===== src/rtl/out_reg_bank_if.sv =====
// Fabric-to-pad output register bank bus.
// Groups the data, mode and HOLD handshake signals.
interface out_reg_bank_if #(
    parameter int WIDTH = 8
);
    logic [WIDTH-1:0] OQI;
    logic             OQI_VLD;
    logic [1:0]       OSEL;
    logic             OEN;
    logic             CAP_STB;
    logic             F2A_ACK;
    logic             OVR_CLR;
    logic [WIDTH-1:0] F2A;
    logic             F2A_VLD;
    logic             OVR;

    modport master (
        output OQI, OQI_VLD, OSEL, OEN,
        output CAP_STB, F2A_ACK, OVR_CLR,
        input  F2A, F2A_VLD, OVR
    );

    modport slave (
        input  OQI, OQI_VLD, OSEL, OEN,
        input  CAP_STB, F2A_ACK, OVR_CLR,
        output F2A, F2A_VLD, OVR
    );
endinterface


===== src/rtl/out_reg_bank.sv =====
// WIDTH-bit output register bank: bypass, single reg,
// DEPTH-stage pipe and strobe-captured hold with overrun.
module out_reg_bank #(
    parameter int               WIDTH     = 8,
    parameter int               DEPTH     = 3,
    parameter logic [WIDTH-1:0] RESET_VAL = '0
) (
    input logic           IQC,
    input logic           QRT,
    out_reg_bank_if.slave bus
);
    localparam logic [1:0] M_BYP  = 2'd0;
    localparam logic [1:0] M_REG  = 2'd1;
    localparam logic [1:0] M_PIPE = 2'd2;
    localparam logic [1:0] M_HOLD = 2'd3;

    typedef enum logic {
        H_EMPTY = 1'b0,
        H_FULL  = 1'b1
    } hstate_e;

    logic [WIDTH-1:0] sdat_q [DEPTH];
    logic [DEPTH-1:0] svld_q;

    hstate_e          hst_q, hst_d;
    logic [WIDTH-1:0] hold_q, hold_d;
    logic             ovr_q, ovr_d;
    logic             cap;
    logic             ovr_set;

    // Pipeline shifts on every enabled edge, whatever the mode.
    always_ff @(posedge IQC or negedge QRT) begin
        if (!QRT) begin
            for (int i = 0; i < DEPTH; i++) begin
                sdat_q[i] <= RESET_VAL;
            end
            svld_q <= '0;
        end else if (bus.OEN) begin
            sdat_q[0] <= bus.OQI;
            for (int i = 1; i < DEPTH; i++) begin
                sdat_q[i] <= sdat_q[i-1];
            end
            svld_q <= {svld_q[DEPTH-2:0], bus.OQI_VLD};
        end
    end

    // Hold register, hold state and sticky overrun flag.
    always_ff @(posedge IQC or negedge QRT) begin
        if (!QRT) begin
            hst_q  <= H_EMPTY;
            hold_q <= RESET_VAL;
            ovr_q  <= 1'b0;
        end else begin
            hst_q  <= hst_d;
            hold_q <= hold_d;
            ovr_q  <= ovr_d;
        end
    end

    assign cap = bus.CAP_STB & bus.OQI_VLD;

    // HOLD next state; only advances while HOLD is selected.
    // A new overrun beats a same-edge clear.
    always_comb begin
        hst_d   = hst_q;
        hold_d  = hold_q;
        ovr_set = 1'b0;
        ovr_d   = ovr_q;
        if (bus.OSEL == M_HOLD) begin
            unique case (hst_q)
                H_EMPTY: begin
                    if (cap) begin
                        hold_d = bus.OQI;
                        hst_d  = H_FULL;
                    end
                end
                H_FULL: begin
                    if (cap) begin
                        hold_d  = bus.OQI;
                        ovr_set = ~bus.F2A_ACK;
                    end else if (bus.F2A_ACK) begin
                        hst_d = H_EMPTY;
                    end
                end
                default: hst_d = H_EMPTY;
            endcase
        end
        if (bus.OVR_CLR) begin
            ovr_d = 1'b0;
        end
        if (ovr_set) begin
            ovr_d = 1'b1;
        end
    end

    // Output tap follows OSEL immediately; no flush on a switch.
    always_comb begin
        bus.F2A     = bus.OQI;
        bus.F2A_VLD = bus.OQI_VLD;
        unique case (bus.OSEL)
            M_BYP: begin
                bus.F2A     = bus.OQI;
                bus.F2A_VLD = bus.OQI_VLD;
            end
            M_REG: begin
                bus.F2A     = sdat_q[0];
                bus.F2A_VLD = svld_q[0];
            end
            M_PIPE: begin
                bus.F2A     = sdat_q[DEPTH-1];
                bus.F2A_VLD = svld_q[DEPTH-1];
            end
            M_HOLD: begin
                bus.F2A     = hold_q;
                bus.F2A_VLD = (hst_q == H_FULL);
            end
            default: begin
                bus.F2A     = bus.OQI;
                bus.F2A_VLD = bus.OQI_VLD;
            end
        endcase
    end

    assign bus.OVR = ovr_q;
endmodule


===== src/flat_wrapper.sv =====
// flat-port wrapper written by rule: the top's interface ports become plain ports
module out_reg_bank_flat 
#(
    parameter int               WIDTH     = 8,
    parameter int               DEPTH     = 3,
    parameter logic [WIDTH-1:0] RESET_VAL = '0
)
  (IQC, QRT, bus_OQI, bus_OQI_VLD, bus_OSEL, bus_OEN, bus_CAP_STB, bus_F2A_ACK, bus_OVR_CLR, bus_F2A, bus_F2A_VLD, bus_OVR);
  out_reg_bank_if #(.WIDTH(WIDTH)) bus_i ();
  input logic IQC;
  input logic QRT;
  input wire logic [$bits(bus_i.OQI)-1:0] bus_OQI;
  input wire logic [$bits(bus_i.OQI_VLD)-1:0] bus_OQI_VLD;
  input wire logic [$bits(bus_i.OSEL)-1:0] bus_OSEL;
  input wire logic [$bits(bus_i.OEN)-1:0] bus_OEN;
  input wire logic [$bits(bus_i.CAP_STB)-1:0] bus_CAP_STB;
  input wire logic [$bits(bus_i.F2A_ACK)-1:0] bus_F2A_ACK;
  input wire logic [$bits(bus_i.OVR_CLR)-1:0] bus_OVR_CLR;
  output wire logic [$bits(bus_i.F2A)-1:0] bus_F2A;
  output wire logic [$bits(bus_i.F2A_VLD)-1:0] bus_F2A_VLD;
  output wire logic [$bits(bus_i.OVR)-1:0] bus_OVR;
  assign bus_i.OQI = bus_OQI;
  assign bus_i.OQI_VLD = bus_OQI_VLD;
  assign bus_i.OSEL = bus_OSEL;
  assign bus_i.OEN = bus_OEN;
  assign bus_i.CAP_STB = bus_CAP_STB;
  assign bus_i.F2A_ACK = bus_F2A_ACK;
  assign bus_i.OVR_CLR = bus_OVR_CLR;
  assign bus_F2A = bus_i.F2A;
  assign bus_F2A_VLD = bus_i.F2A_VLD;
  assign bus_OVR = bus_i.OVR;
  out_reg_bank #(.WIDTH(WIDTH), .DEPTH(DEPTH), .RESET_VAL(RESET_VAL)) u_core (.IQC(IQC), .QRT(QRT), .bus(bus_i));
endmodule

===== config.mk =====
export PLATFORM = sky130hd
export DESIGN_NAME = out_reg_bank_flat
export DESIGN_NICKNAME = d
export VERILOG_FILES = /design/src/rtl/out_reg_bank_if.sv /design/src/rtl/out_reg_bank.sv /design/src/flat_wrapper.sv
export SDC_FILE = /design/constraint.sdc
export NUM_CORES = 1
export LEC_CHECK = 0
export BUFFER_PORTS_ARGS = -buffer_cell sky130_fd_sc_hd__buf_4
export CAP_MARGIN = 20
export CORE_UTILIZATION = 45
export CTS_CLUSTER_SIZE = 8
export DETAILED_ROUTE_END_ITERATION = 6
export PLACE_DENSITY = 0.76
export SLEW_MARGIN = 20
export SYNTH_ARGS = -nofsm -noshare
export SYNTH_HDL_FRONTEND = slang
export SYNTH_SLANG_ARGS = --single-unit

===== constraint.sdc =====
create_clock -name IQC -period 0.85 [get_ports IQC]
set_input_delay 0.085 -clock IQC [delete_from_list [all_inputs] [get_ports IQC]]
set_output_delay 0.085 -clock IQC [all_outputs]
set_load 0.03 [all_outputs]

==> results_dict.tcl <==
set metrics [dict create \
    drt-initial-drc-count 23 \
    critPathLaunch "u_core.hold_q[5]$_DFFE_PN0P_" \
    ir_drop_uv 1280 \
    drive_above_1_share 0.693 \
    start_kind "flop" \
    via_count 989 \
    drc 0 \
    hold_ws_ns 0.0708 \
    grt_start_max_net_pins 38 \
    arrival_ns 1.40 \
    num_rows 21 \
    port_buffers 26 \
    failed_checks "negative setup slack" \
    avgSynthCellArea_um2 17.5 \
    status "complete, but fails checks" \
    multi_input_area_um2 676 \
    yosys_warnings 0 \
    numCtsBuffers 5 \
    postLayoutCoreUtil 0.680 \
    ys_seq_area_frac 0.576 \
    antenna_found_initial 0 \
    slew_violations 0 \
    core_area_um2 3390 \
    synth.distinct_cells 11 \
    grt_usage 0.182 \
    drtPass1Iterations 4 \
    grt-ovfl-total 0 \
    syn-cell-area_um2 1610 \
    syn2layout_area_growth_pct 43.5 \
    rsz0062_at_grt "yes" \
    htree_levels 2 \
    cp-end-kind "output port" \
    max_cap_violations 0 \
    worstMarginPinSlew_ns 0.449 \
    worstReg2RegEnd "u_core.svld_q[1]$_DFFE_PN0P_" \
    clk_latency_ns 0.34 \
    slew_headroom 0.701 \
    gp_congestion 0.709 \
    grt_pass1_vias 1068 \
    worst_slack_ns -0.634 \
    setup_viol 27 \
    die-area_um2 3810 \
    clkSlewWorstSetupHoldPaths_ns 0.11 \
    start_util 0.474 \
    antenna_cells 0 \
    period_minus_slack_ns 1.48 \
    syn_nets 109 \
    die_y_um 61.8 \
    hold_viol 0 \
    seqCellArea_um2 926 \
    clockBufferDepth 2 \
    crit_path_end "bus_F2A[5]" \
    critPathRequiredTime_ns 0.76 \
    netlist_instances 92 \
    p_leak_nw 1.05 \
    root_buffer "clkbuf_4" \
    cts.sinks 37 \
    cts_tree "yes" \
    critPathKind "flop to output port" \
    p_per_area_nw_per_um2 2030 \
    ff2ff_path_depth 3 \
    ant_nets 0 \
    boundaryPins 27 \
    vias_per_cell 5.05 \
    num-fill-cells 230 \
    hpwl_um 2060 \
    hold_class "input pin to flop" \
    rrSetupSlack_ns -0.14 \
    fin_nets 166 \
    grt_pass1_wl_um 4820 \
    r2r_start "u_core.svld_q[0]$_DFFE_PN0P_" \
    fin_skew_ns 0.00957 \
    drt-total-wl_um 3090 \
    die_w_um 61.8 \
    fmaxAchievable_mhz 674 \
    path_max_fanout 2 \
    period_share 1.75 \
    ys_ff_latch 37 \
    wl_per_cell_um 15.7 \
]
[per-stage QoR]
stage | setup WS (ns) | instances | power, mW | setup TNS (ns) | instance area, um2
floorplan | -0.156 | 92 | 2.82 | -1.36 | 1610
global placement | -0.272 | 179 | 3.18 | -3.82 | 2020
detailed placement | -0.291 | 179 | 3.24 | -4.41 | 2020
CTS | -0.655 | 193 | 4.66 | -6.13 | 2260
global route | -0.673 | 196 | 4.89 | -7.28 | 2300
finish | -0.634 | 196 | 4.67 | -6.45 | 2300
[synth_stat cells, drive strengths merged]
library cell | n | area share
and3 | 1 | 0.0047
buf | 5 | 0.026
dfrtp | 37 | 0.58
inv | 2 | 0.0047
mux2 | 35 | 0.25
mux4 | 9 | 0.13
nand4 | 1 | 0.0078
o21ai | 1 | 0.0031
o32ai | 1 | 0.0055
[routing by layer]
metal,track usage,wire (um),vias up
met5,0,0,-
met1,0.235,1350,499
li1,-,-,456
met3,0.0373,106,7
met4,0.0794,48,0
met2,0.300,1580,27
[power breakdown]
group | leakage (nW) | total (mW) | internal, mW | switching (mW)
clock network | 0.0455 | 1.27 | 0.703 | 0.566
registers | 0.439 | 2.19 | 2.04 | 0.151
logic | 0.562 | 1.21 | 0.745 | 0.468
total | 1.05 | 4.67 | 3.49 | 1.19
[flip-flops by register name, indices dropped and copies added (netlist names)]
name            cells
u_core.hst_q        1
u_core.bus.OVR      1
u_core.svld_q       3
u_core.sdat_q      24
u_core.hold_q       8
[worst max-delay path, stage by stage, from the launching register on]
cell and delay, ns:
dfrtp_1 0.40, mux4_2 0.50, buf_6 0.16
[cells by family after synthesis]
logic type,Yosys count,synth area share
flops,37,0.576
mux,44,0.371
buf+inv,7,0.0311
compound gates,2,0.00856
simple gates,2,0.0125
[placed cells by master, fill, tap and decap left out]
cell / instances
dlygate4sd3_1: 6
buf_6: 20
dfrtp_1: 37
and3_2: 1
o32ai_2: 1
mux2_2: 26
mux2_4: 9
buf_4: 25
buf_12: 4
o21ai_2: 1
inv_1: 2
clkbuf_4: 5
clkbuf_1: 1
nand4_2: 1
mux4_2: 9
bufinv_16: 1
clkbuf_8: 1
[worst min-delay path by stage]
stage	depth (start not counted)	start	slack (ns)	endpoint
after floorplan	0	QRT	-0.21	u_core.bus.OVR$_DFFE_PN0P_
after global placement	1	QRT	0.06	u_core.svld_q[0]$_DFFE_PN0P_
after detailed placement	1	QRT	0.07	u_core.svld_q[0]$_DFFE_PN0P_
after CTS	3	bus_OQI[2]	0.06	u_core.sdat_q[18]$_DFFE_PN0P_
after global routing	3	bus_OQI[2]	0.06	u_core.sdat_q[18]$_DFFE_PN0P_
final	3	bus_OQI[2]	0.07	u_core.hold_q[2]$_DFFE_PN0P_
[cell type report]
cell class / count / area share
Sequential cell: 37 / 0.402
Inverter: 2 / 0.00326
Clock inverter: 1 / 0.0130
Clock buffer: 7 / 0.0239
Tap cell: 46 / 0.0250
Multi-Input combinational cell: 48 / 0.293
Timing Repair Buffer: 55 / 0.240
[repair_timing]
action,in CTS,in global routing
buffers inserted,2,5
hold buffers,6,0
endpoints found under the setup margin,26,28
resized for setup,26,8
endpoints found under the hold margin,43,0
Note: power is estimated with default switching activity, not from simulation.
